$ cat config.mk
export PLATFORM = sky130hd
export DESIGN_NAME = rx_dram_write_ctrl
export DESIGN_NICKNAME = d
export VERILOG_FILES = /design/src/rtl/rx_dram_write_ctrl.sv
export SDC_FILE = /design/constraint.sdc
export NUM_CORES = 1
export LEC_CHECK = 0
export ABC_AREA = 1
export BUFFER_PORTS_ARGS = -buffer_cell sky130_fd_sc_hd__buf_4
export CAP_MARGIN = 10
export CORE_MARGIN = 4
export CORE_UTILIZATION = 35
export DETAILED_ROUTE_END_ITERATION = 8
export GPL_ROUTABILITY_DRIVEN = 0
export HOLD_SLACK_MARGIN = 0.05
export PLACE_DENSITY_LB_ADDON = 0.15
export SLEW_MARGIN = 30
export SYNTH_ARGS = -nofsm -noshare
export SYNTH_HDL_FRONTEND = slang
export SYNTH_SLANG_ARGS = --single-unit
$ cat constraint.sdc
create_clock -name DRAM_RD_clk -period 2.09 [get_ports DRAM_RD_clk]
set_input_delay 0.209 -clock DRAM_RD_clk [delete_from_list [all_inputs] [get_ports DRAM_RD_clk]]
set_output_delay 0.209 -clock DRAM_RD_clk [all_outputs]
set_load 0.05 [all_outputs]
$ cat src/rtl/rx_dram_write_ctrl.sv
// RX buffer to DRAM write sequencer: pops 16-bit words from the RX buffer, packs four per
// 64-bit word and issues single-beat DRAM writes into a circular address region.
module rx_dram_write_ctrl #(
  parameter int ADDR_W       = 25,
  parameter int BASE_ADDR    = 0,
  parameter int REGION_WORDS = 4096,
  parameter int TIMEOUT      = 1023
) (
  input  logic              DRAM_RD_clk,
  input  logic              rst_n,
  input  logic              enable,
  input  logic              Buffer_Data_Ready,
  input  logic              RX_Buffer_empty,
  input  logic [15:0]       Buffer_RD_Data,
  output logic              DRAM_RD_req,
  output logic [ADDR_W-1:0] dram_address,
  output logic [63:0]       dram_writedata,
  output logic [7:0]        dram_byteenable,
  output logic              dram_write,
  input  logic              dram_waitrequest,
  output logic              frame_done,
  output logic [15:0]       frame_count,
  output logic              busy,
  output logic              wr_timeout_err
);

  localparam logic [ADDR_W-1:0] BASE_A   = ADDR_W'(BASE_ADDR);
  localparam logic [ADDR_W-1:0] LAST_A   = ADDR_W'(BASE_ADDR + REGION_WORDS - 1);
  localparam int                TO_W     = $clog2(TIMEOUT + 1);
  localparam logic [TO_W-1:0]   TO_LIMIT = TO_W'(TIMEOUT);

  typedef enum logic [2:0] {
    S_IDLE    = 3'd0,
    S_POP     = 3'd1,
    S_CAPTURE = 3'd2,
    S_WRITE   = 3'd3,
    S_DONE    = 3'd4
  } state_t;

  state_t          state_r;
  logic [2:0]      lane_r;
  logic [TO_W-1:0] to_cnt_r;
  logic            partial_r;

  function automatic logic [7:0] lane_byteenable(input logic [2:0] lanes);
    case (lanes)
      3'd1:    return 8'h03;
      3'd2:    return 8'h0F;
      3'd3:    return 8'h3F;
      3'd4:    return 8'hFF;
      default: return 8'h00;
    endcase
  endfunction

  function automatic logic [ADDR_W-1:0] next_addr(input logic [ADDR_W-1:0] a);
    if (a == LAST_A) begin
      return BASE_A;
    end else begin
      return a + ADDR_W'(1);
    end
  endfunction

  // Pop request is decoded from the POP state so it can never fire against an empty buffer
  // and lasts exactly the one POP cycle before CAPTURE.
  assign DRAM_RD_req = (state_r == S_POP) && !RX_Buffer_empty;

  // Sequencer: state, pack register (driven out as dram_writedata), address and status.
  always_ff @(posedge DRAM_RD_clk) begin
    if (!rst_n) begin
      state_r         <= S_IDLE;
      lane_r          <= 3'd0;
      to_cnt_r        <= '0;
      partial_r       <= 1'b0;
      dram_address    <= BASE_A;
      dram_writedata  <= 64'd0;
      dram_byteenable <= 8'h00;
      dram_write      <= 1'b0;
      frame_done      <= 1'b0;
      frame_count     <= 16'd0;
      busy            <= 1'b0;
      wr_timeout_err  <= 1'b0;
    end else begin
      frame_done <= 1'b0;
      case (state_r)
        S_IDLE: begin
          if (enable && Buffer_Data_Ready && !RX_Buffer_empty) begin
            state_r <= S_POP;
            busy    <= 1'b1;
          end
        end
        S_POP: begin
          if (RX_Buffer_empty) begin
            if (lane_r == 3'd0) begin
              state_r     <= S_DONE;
              frame_done  <= 1'b1;
              frame_count <= frame_count + 16'd1;
            end else begin
              state_r         <= S_WRITE;
              dram_write      <= 1'b1;
              dram_byteenable <= lane_byteenable(lane_r);
              partial_r       <= 1'b1;
            end
          end else begin
            state_r <= S_CAPTURE;
          end
        end
        S_CAPTURE: begin
          dram_writedata[{lane_r[1:0], 4'b0000} +: 16] <= Buffer_RD_Data;
          lane_r <= lane_r + 3'd1;
          if (lane_r == 3'd3) begin
            state_r         <= S_WRITE;
            dram_write      <= 1'b1;
            dram_byteenable <= 8'hFF;
            partial_r       <= 1'b0;
          end else begin
            state_r <= S_POP;
          end
        end
        S_WRITE: begin
          if (!dram_waitrequest) begin
            dram_write      <= 1'b0;
            dram_address    <= next_addr(dram_address);
            dram_writedata  <= 64'd0;
            dram_byteenable <= 8'h00;
            lane_r          <= 3'd0;
            to_cnt_r        <= '0;
            if (partial_r) begin
              state_r     <= S_DONE;
              frame_done  <= 1'b1;
              frame_count <= frame_count + 16'd1;
            end else begin
              state_r <= S_POP;
            end
          end else begin
            // Stall: count towards the timeout but keep the request up.
            if (to_cnt_r != TO_LIMIT) begin
              to_cnt_r <= to_cnt_r + TO_W'(1);
            end
            if (to_cnt_r >= TO_LIMIT - TO_W'(1)) begin
              wr_timeout_err <= 1'b1;
            end
          end
        end
        S_DONE: begin
          state_r <= S_IDLE;
          busy    <= 1'b0;
        end
        default: begin
          state_r    <= S_IDLE;
          busy       <= 1'b0;
          dram_write <= 1'b0;
        end
      endcase
    end
  end

endmodule
Yosys cells after proc, flatten, opt, wreduce, memory -nomap -nowiden --
Cells that the tools add are included. Widths: inputs -> output; s select.
Operators by class: $add $sub $neg 5, multipliers 0, div/mod/pow operators 0, $lt $le $gt $ge 1, eq/ne operators 18, shifts and indexed selects 2, muxes and demuxes 40, bitwise operators 3, reductions and logical operators 22
Operators by type and width (number):
- $pmux 64 s2 | 1
- $bwmux 64 | 1
- $mux 16 | 4
- $mux 64 | 1
- $shift 16x8->64 const A | 1
- $shiftx 16x8->64 | 1
- $mux 8 | 4
- $pmux 16 s2 | 1
- $pmux 8 s4 | 1
- $add 25x1->25 const B | 1
- $eq 25x12->1 const B | 1
- $mux 25 | 1
- $pmux 8 s3 | 1
- $mux 10 | 2
- $mux 3 | 6
- $add 16x1->16 const B | 1
- $reduce_and 5->1 | 3
- $eq 3x2->1 const B | 4
- $ne 2x2->1 const B | 6
- $pmux 3 s4 | 1
- $add 10x1->10 const B | 1
- $ge 10x10->1 const B | 1
- $mux 1 | 10
- $ne 10x10->1 const B | 1
- 20 further kinds | 36
Word-level totals: register bits 134, latch bits 0, bits in writable memories 0, bits in read-only memories 0, input port bits 22, output and inout bits 118, word-level logic and storage cells 103, memories kept 0

Logic depth before layout (Yosys ltp) --
Gate-level depths: netlist of the first run.
depth in word-level cells 5, mapped depth 12, depth with buffers taken out 11

Worst setup path after synthesis of the first run --
No wires, ideal clock.
kind register -> register, start register lane_r[0], end register dram_writedata[33], library setup time 0.070 ns, arrival time 2.013 ns, data required time 2.020 ns, slack 0.007 ns, cell stages (with the launch flop) 11, path buffers 2, period minus slack after synthesis 2.083 ns, path through dfxtp_1 clkbuf_1 inv_1 ha_1 inv_1 nor3_1 nand2_1 inv_1 buf_2 nand3_1 a21oi_1
Between the ends: word-level cells in the longest chain between the ends 4, elaborated cells between the ends (all ways) 5, those cells by class add/sub: 1; shift: 2; mux: 2
RTL lines:
- start: declaration | line 41 | logic [2:0] lane_r;
- start signal: assignment | line 109 | lane_r <= lane_r + 3'd1;
- $neg 6->8 * | line 108 | dram_writedata[{lane_r[1:0], 4'b0000} +: 16] <= Buffer_RD_Data;
- $shiftx 16x8->64 / $shift 16x8->64 (equally long branches) | line 108
- $bwmux 64 * | line 108
- $pmux 64 s2 * | line 84 | case (state_r)
- end signal: indexed assignment | line 108
- end: declaration | line 17 | output logic [63:0] dram_writedata,
Mark *: on every way between the ends. The rest lies on a longest branch, timed or not. A chain may end at the register's enable or synchronous reset.

Worst setup path in the final report of the first run --
start register state_r[2], end register dram_writedata[57]
Between the ends: word-level cells in the longest chain between the ends 3, elaborated cells between the ends (all ways) 6, those cells by class eq/ne: 3; mux: 1; reduce/logical: 2
RTL lines:
- start: declaration | line 40 | state_t state_r;
- start signal: assignment | line 70 | state_r <= S_IDLE;
- start signal: assignment | line 87 | state_r <= S_POP;
- start signal: assignment | line 94 | state_r <= S_DONE;
- $eq 3x2->1 | line 84
- $ne 2x2->1 (no source line) / $reduce_bool 2->1 (equally long branches)
- $reduce_and 2->1 (no source line)
Several ways; a longest one is shown, not always the timed one.

==> parameters.txt, run 1 <==
Parameter                              Value

Clock tree
  Clock tree from TritonCTS    yes
  Maximum level of the CTS H-tree    4
  Post-cts repair resize count    0
  Insertion delay of the later-clocked pin in the worst-skew pair    0.42 ns
  Post-CTS setup buffers    0
  Clk buf depth    2
  Number of buffers added by the clock tree synthesis step    17
  Number of clock sinks    130
  Post-CTS Hold Fix Bufs    0
  CTS clock-pin slew for the worst setup and hold paths    0.06 ns
  Clk Tree Root Cell    sky130_fd_sc_hd__clkbuf_16

GRT
  Initial antenna violation count    0
  Grt total ovfl    0
  Number of global-route vias before repair    5730
  Combined global-route utilization of all metal layers    18.8%
  Maximum number of pins on one net before global-route repair    43
  First-pass GRT wire length    30200 um

Logic synthesis
  Synth warn    0
  Proportion of synthesized chip area in sequential cells    42.2%
  Syn nets    926
  Synth unique cells    38
  Number of flops mapped to enable cells by yosys    0
  Mean instance size in the synthesized netlist    6.91 um^2
  Cells after synthesis    893
  Netlist Area Pre-Place    6170 um^2
  FF+latch count, synth    130
  Asr flop ratio synth    0%
  Flip-flop cell with the highest count after synthesis    sky130_fd_sc_hd__dfxtp_1

Floorplan
  Overall die area    19800 um^2
  Number of rows created at floorplan    48
  Die height    141 um
  Horizontal die dimension    141 um
  Initial core utilization    35.7%
  Area of the core    17300 um^2
  IO Pins    140

Drt
  Final routed wire length divided by cell count    14.7 um
  Total detailed-routing wirelength    18700 um
  Remaining design rule violation count    0
  Count of vias placed by the detailed router    6185
  Count of TritonRoute iterations in the first routing pass    5
  DRT antenna net count    0
  Vias per cell    4.89
  First-iteration detailed-routing DRC count    359

Timing
  Final setup violation count    0
  Tcrit/Tclk final    89.7%
  Final hold violation count    0
  Worst clock skew    0.00865 ns
  Max transition margin    58.9%
  Achievable clock frequency    533 MHz
  Final sum of negative setup slack    0 ns
  Shortest period the worst path allows    1.88 ns
  Slew Limit Fails    0
  Actual slew at the worst max-slew pin    0.614 ns
  Unrepaired setup endpoints after global routing    no
  Minimum setup slack in the final design    0.214 ns

Final layout
  Number of standard cells in the final layout excluding fillers    1266
  Number of nets in the finished design    1061
  Area used by multi-input combinational logic    3040 um^2
  Synthesis-to-finish area growth    31.0%
  Antenna Diode Count    0
  Layout Cell Area excl Fill    8090 um^2
  Sequential cell area    2600 um^2
  Proportion of layout cells with a drive suffix above 1    20.6%
  Final core utilization    46.8%
  Count of fill cells added during filler insertion    1807

Worst setup path
  Crit path required time    2.38 ns
  Worst Path Arrival    2.16 ns
  Max Fanout on Critical Path    32
  Worst-case register-to-register setup slack    0.21 ns
  Critical Path Source Type    flip-flop
  Type of the worst setup path    flip-flop to flip-flop
  Endpoint type of the worst setup path    flip-flop
  Length in cells of the worst reg-to-reg path    9

Outcome
  Outcome    finished, final reports clean

Hold path
  Path class of the lowest-slack min-delay path    input port to flip-flop
  Worst hold path stage count    3

Flow run
  Maximum capacitance violations    0

Placed design
  Number of cells in the design after placement    1233
  Post-Place Worst Slack    0.0721 ns
  Post-DP Area    7460 um^2
  Detailed-placement wirelength estimate    13500 um
  Number of input and output port buffers inserted    139

Power and ir drop
  Pwr Density    747 nW/um^2
  Cell leakage power    3.49 nW
  Worst-case vdd ir drop    0.559 mV
report_power, final:
group | internal [mW] | total [mW] | switching [mW]
logic | 0.158 | 0.524 | 0.366
registers | 2.52 | 2.55 | 0.0306
clock network | 1.82 | 2.97 | 1.15
total | 4.49 | 6.04 | 1.55
state kept, by name, indices dropped and copies added (netlist names):
name / count
busy: 1
dram_address: 25
dram_byteenable: 4
dram_write: 1
dram_writedata: 64
frame_count: 16
frame_done: 1
lane_r: 3
partial_r: 1
state_r: 3
to_cnt_r: 10
wr_timeout_err: 1
cell families after synthesis:
| kind of cell | after synthesis | synth area share (%) |
|---|---|---|
| and+or+nand+nor | 417 | 29.1 |
| AOI/OAI and AO/OA | 189 | 16.2 |
| DFF | 130 | 42.2 |
| buffers and inverters | 137 | 9.04 |
| xor gates and xnor gates | 9 | 1.28 |
| adders and majority gates | 11 | 2.23 |
cell type report:
| type | instances | area share, % |
|---|---|---|
| clock buffers | 19 | 5.60 |
| clock inverters | 13 | 1.67 |
| inverters | 97 | 4.55 |
| multi-input cells | 627 | 37.6 |
| flip-flops and latches | 130 | 32.2 |
| well taps | 225 | 3.48 |
| repair buffers | 155 | 14.9 |
cells in the mapped netlist (all sizes together), types with 2 or more instances:
| library cell | count | area [um^2] |
|---|---|---|
| xor2 | 8 | 70.1 |
| buf | 18 | 110 |
| a21oi | 56 | 280 |
| nand2 | 163 | 627 |
| a211oi | 5 | 37.5 |
| nor2 | 151 | 589 |
| dfxtp | 130 | 2600 |
| a31oi | 2 | 12.5 |
| clkbuf | 22 | 83.8 |
| o21ai | 116 | 592 |
| o22ai | 2 | 12.5 |
| ha | 11 | 138 |
| nand4 | 15 | 100 |
| nor3 | 19 | 106 |
| o21bai | 3 | 22.5 |
| inv | 97 | 364 |
| nand3 | 65 | 345 |
| nor3b | 2 | 15.0 |
| o211a | 2 | 20.0 |
cells in the final DEF (no fill, tap or decap), drive strengths merged, types with 3 or more instances in the layout:
cell type / n
a211oi: 5
xor2: 8
o21bai: 3
clkinv: 8
clkinvlp: 3
buf: 155
nand2: 164
clkbuf: 19
ha: 11
inv: 97
nand3: 65
dfxtp: 130
nor2: 151
a21oi: 56
o21ai: 116
nand4: 15
nor3: 19
per-stage QoR:
step / power, mW / hold slack (ns)
2_1_floorplan: 2.94 / 0.365
3_3_place_gp: 3.12 / 0.461
3_5_place_dp: 3.12 / 0.462
4_1_cts: 6.10 / 0.0768
5_1_grt: 6.26 / 0.0971
6_report: 6.04 / 0.0844
path summary, 6_finish.rpt:
check,from,end
setup / recovery,state_r[2],dram_writedata[57]
hold / removal,Buffer_RD_Data[10],dram_writedata[42]
setup reg to reg,state_r[2],dram_writedata[57]
hold reg to reg,to_cnt_r[7],to_cnt_r[7]
worst max-delay path, cell delays in order, from the launching register on:
cell and delay (ns):
sky130_fd_sc_hd__dfxtp_1 0.41, sky130_fd_sc_hd__inv_2 0.13, sky130_fd_sc_hd__nand3_2 0.13, sky130_fd_sc_hd__buf_4 0.21
sky130_fd_sc_hd__inv_2 0.10, sky130_fd_sc_hd__nand2_1 0.07, sky130_fd_sc_hd__nand2_2 0.36, sky130_fd_sc_hd__o21ai_0 0.16
sky130_fd_sc_hd__o21ai_0 0.11, sky130_fd_sc_hd__nor2_1 0.05
per-layer routing:
| metal | GRT usage (%) | up-vias | part of all wire (%) |
|---|---|---|---|
| li1 | - | 3177 | - |
| met1 | 26.5 | 2815 | 49 |
| met2 | 28.4 | 167 | 44 |
| met3 | 4.48 | 26 | 5.2 |
| met4 | 6.17 | 0 | 1.6 |
| met5 | 0 | - | 0 |
No activity file was read; power rests on OpenSTA's default activity.
==> run 2, diff against run 1 <==
--- a/config.mk
+++ b/config.mk
@@ -6,12 +6,13 @@
 export NUM_CORES = 1
 export LEC_CHECK = 0
 export ABC_AREA = 1
-export BUFFER_PORTS_ARGS = -buffer_cell sky130_fd_sc_hd__buf_4
 export CAP_MARGIN = 10
 export CORE_MARGIN = 4
 export CORE_UTILIZATION = 35
 export DETAILED_ROUTE_END_ITERATION = 8
+export DONT_BUFFER_PORTS = 1
 export GPL_ROUTABILITY_DRIVEN = 0
+export GPL_TIMING_DRIVEN = 0
 export HOLD_SLACK_MARGIN = 0.05
 export PLACE_DENSITY_LB_ADDON = 0.15
 export SLEW_MARGIN = 30
==> constraint.sdc (replaced) <==
create_clock -name DRAM_RD_clk -period 2.09 [get_ports DRAM_RD_clk]
set_input_delay 0.418 -clock DRAM_RD_clk [delete_from_list [all_inputs] [get_ports DRAM_RD_clk]]
set_output_delay 0.418 -clock DRAM_RD_clk [all_outputs]
set_load 0.05 [all_outputs]
==> parameters.txt, run 2 (same netlist as run 1, synthesis figures left out) <==
Parameter                              Value

Outcome
  Outcome    finished, final reports clean (unchanged)

Power and ir drop
  Pwr Density    851 nW/um^2 (was 747 nW/um^2)
  Logic gate share of total power    5.1% (was 8.7%)
  Worst-case vdd ir drop    0.565 mV (was 0.559 mV)
  Design Power    6.07 mW (was 6.04 mW)
  Internal power of the cells    4.43 mW (was 4.49 mW)
  Cell leakage power    2.81 nW (was 3.49 nW)
  Fraction of power consumed by sequential logic    43.9% (was 42.2%)
  NetSw    1.64 mW (was 1.55 mW)
  Clock power frac    51.0% (was 49.2%)
  Switching Fraction    27.0% (was 25.7%)

Clock tree
  Clock tree from TritonCTS    yes (unchanged)
  Post-CTS Hold Fix Bufs    0 (unchanged)
  Insertion delay of the later-clocked pin in the worst-skew pair    0.42 ns (about the same)
  Clk Tree Root Cell    sky130_fd_sc_hd__clkbuf_16 (unchanged)
  CTS clock-pin slew for the worst setup and hold paths    0.06 ns (about the same)
  Clk buf depth    2 (unchanged)
  Number of clock sinks    130 (unchanged)
  Maximum level of the CTS H-tree    4 (unchanged)
  Number of buffers added by the clock tree synthesis step    17 (unchanged)

Timing
  Max transition margin    53.9% (was 58.9%)
  Final setup violation count    0 (unchanged)
  Worst clock skew    0.00590 ns (was 0.00865 ns)
  Unrepaired setup endpoints after global routing    no (unchanged)
  Tcrit/Tclk final    92.9% (was 89.7%)
  Minimum setup slack in the final design    0.149 ns (was 0.214 ns)
  Final sum of negative setup slack    0 ns (unchanged)
  Shortest period the worst path allows    1.94 ns (was 1.88 ns)
  Slew Limit Fails    0 (unchanged)
  Actual slew at the worst max-slew pin    0.690 ns (was 0.614 ns)
  Final hold violation count    0 (unchanged)
  Achievable clock frequency    515 MHz (was 533 MHz)

Drt
  Remaining design rule violation count    0 (unchanged)
  First-iteration detailed-routing DRC count    308 (was 359)
  Count of vias placed by the detailed router    5748 (was 6185)
  Vias per cell    4.99 (was 4.89)
  DRT antenna net count    0 (unchanged)
  Final routed wire length divided by cell count    16.6 um (was 14.7 um)
  Count of TritonRoute iterations in the first routing pass    5 (unchanged)
  Total detailed-routing wirelength    19100 um (was 18700 um)

Worst setup path
  Most numerous cell on the critical path    sky130_fd_sc_hd__nand2_1
  Slowest Stage Delay on Critical Path    0.39 ns (was 0.41 ns)
  Endpoint type of the worst setup path    flip-flop (unchanged)
  Gate family responsible for the most delay along the worst path    simple AND/OR/NAND/NOR gates (unchanged)
  Count of buffer and inverter cells on the critical path    2 (was 3)
  Critical Path Source Type    flip-flop (unchanged)
  Max Fanout on Critical Path    11 (was 32)
  Cells along the critical path    inv_2, ha_2, nand2_1, nor2_1, nand2_1, nand2_4, buf_4, nand3_1, nand2_1, nor2_1 (was inv_2, nand3_2, buf_4, inv_2, nand2_1, nand2_2, o21ai_0, o21ai_0, nor2_1)
  Crit path required time    2.38 ns (about the same)
  Worst Path Arrival    2.23 ns (was 2.16 ns)
  Type of the worst setup path    flip-flop to flip-flop (unchanged)
  Critical-path cell with the highest stage delay    sky130_fd_sc_hd__dfxtp_4 (was sky130_fd_sc_hd__dfxtp_1)

Floorplan
  Horizontal die dimension    141 um (unchanged)
  IO Pins    140 (unchanged)
  Area of the core    17300 um^2 (unchanged)
  Die height    141 um (unchanged)
  Overall die area    19800 um^2 (unchanged)
  Number of rows created at floorplan    48 (unchanged)
  Initial core utilization    35.7% (unchanged)

Final layout
  Number of nets in the finished design    947 (was 1061)
  Sequential cell area    2620 um^2 (was 2600 um^2)
  Commonest non-fill, non-tap cells in the layout    159 x sky130_fd_sc_hd__nand2_1, 147 x sky130_fd_sc_hd__nor2_1, 116 x sky130_fd_sc_hd__dfxtp_1, 106 x sky130_fd_sc_hd__o21ai_0, 92 x sky130_fd_sc_hd__inv_1 (was 159 x sky130_fd_sc_hd__nand2_1, 151 x sky130_fd_sc_hd__buf_4, 147 x sky130_fd_sc_hd__nor2_1, 129 x sky130_fd_sc_hd__dfxtp_1, 105 x sky130_fd_sc_hd__o21ai_0)
  Antenna Diode Count    0 (unchanged)
  Synthesis-to-finish area growth    15.7% (was 31.0%)
  Largest registers ranked by flip-flop count    dram_writedata x64, dram_address x25, frame_count x16 (unchanged)
  Final core utilization    41.3% (was 46.8%)
  Most common cell after layout, fill and taps aside    sky130_fd_sc_hd__nand2_1 (unchanged)
  Register ranked first by flip-flop count    dram_writedata (unchanged)
  Proportion of layout cells with a drive suffix above 1    10.0% (was 20.6%)
  Max FFs per register    64 (unchanged)
  Layout Cell Area excl Fill    7140 um^2 (was 8090 um^2)
  Area used by multi-input combinational logic    3030 um^2 (was 3040 um^2)
  Count of fill cells added during filler insertion    1808 (was 1807)

GRT
  Combined global-route utilization of all metal layers    19.0% (was 18.8%)
  Fraction of met1 tracks used by global routing    25.5% (was 26.5%)
  Number of global-route vias before repair    5197 (was 5730)
  First-pass GRT wire length    29600 um (was 30200 um)
  Global routing usage on met2    27.5% (was 28.4%)
  Grt total ovfl    0 (unchanged)
  Maximum number of pins on one net before global-route repair    17 (was 43)
  Initial antenna violation count    0 (unchanged)
  Met3 track demand over resource in global routing    7.67% (was 4.48%)
  Busiest metal layer after global routing    met2 (unchanged)

Placed design
  Number of input and output port buffers inserted    0 (was 139)
  Detailed-placement wirelength estimate    14300 um (was 13500 um)
  Post-DP Area    6450 um^2 (was 7460 um^2)
  Post-Place Worst Slack    -0.395 ns (was 0.0721 ns)

Hold path
  Path class of the lowest-slack min-delay path    input port to flip-flop (unchanged)

Flow run
  Maximum capacitance violations    0 (unchanged)
-- run 2: cell types whose count changed in the layout (fill, tap and decap cells not counted), moves of 2 or more --
cell	before	now
sky130_fd_sc_hd__buf_12	3	1
sky130_fd_sc_hd__inv_8	0	3
sky130_fd_sc_hd__clkinv_2	5	0
sky130_fd_sc_hd__dfxtp_2	1	13
sky130_fd_sc_hd__dfxtp_1	129	116
sky130_fd_sc_hd__clkbuf_1	0	19
sky130_fd_sc_hd__inv_6	1	4
sky130_fd_sc_hd__clkbuf_2	0	2
sky130_fd_sc_hd__nand2_2	4	2
sky130_fd_sc_hd__buf_4	151	9
sky130_fd_sc_hd__buf_2	0	8
-- run 2: layout make-up --
class                      instances  share of cell area (%)
tap                              225                    3.94
clock inverter                    14                    2.38
timing repair buffer               3                   0.491
multi-input combinational        626                    42.4
inverter                          97                    5.15
clock buffer                      18                    6.15
sequential                       130                    36.7
buffer                            39                    2.75
-- run 2: timing repair --
action	in CTS	in global routing
setup buffers	0	3
endpoints found under the setup margin	85	39
pin swaps	0	2
cloned	0	0
resized for setup	11	13
-- run 2: path summary, 6_finish.rpt --
check	start	endpoint	slack, ns	cells past startpoint
worst max-delay path	lane_r[0]	frame_count[12]	0.15	10
worst max register to register	lane_r[0]	frame_count[12]	0.15	10
worst min-delay path	Buffer_RD_Data[13]	dram_writedata[45]	0.15	2
worst min register to register	to_cnt_r[7]	to_cnt_r[7]	0.47	2
-- run 2: per-layer routing --
metal	part of all wire [%]	vias up
met3	8.8	31
met5	0	-
li1	-	2968
met4	2.1	0
met1	46	2562
met2	43	187
-- run 2: power groups by stage --
stage | clock, mW | sequential, mW | combinational [mW]
after floorplan | 0 | 2.71 | 0.233
after detailed placement | 0 | 2.72 | 0.308
after global placement | 0 | 2.72 | 0.308
after CTS | 3.17 | 2.67 | 0.311
after global routing | 3.27 | 2.67 | 0.345
final | 3.10 | 2.67 | 0.310
-- run 2: metrics by stage --
step,hold WS (ns),cells
4_1_cts,0.132,1149
5_1_grt,0.132,1152
3_5_place_dp,0.457,1118
2_1_floorplan,0.435,893
6_report,0.154,1152
3_3_place_gp,0.456,1118
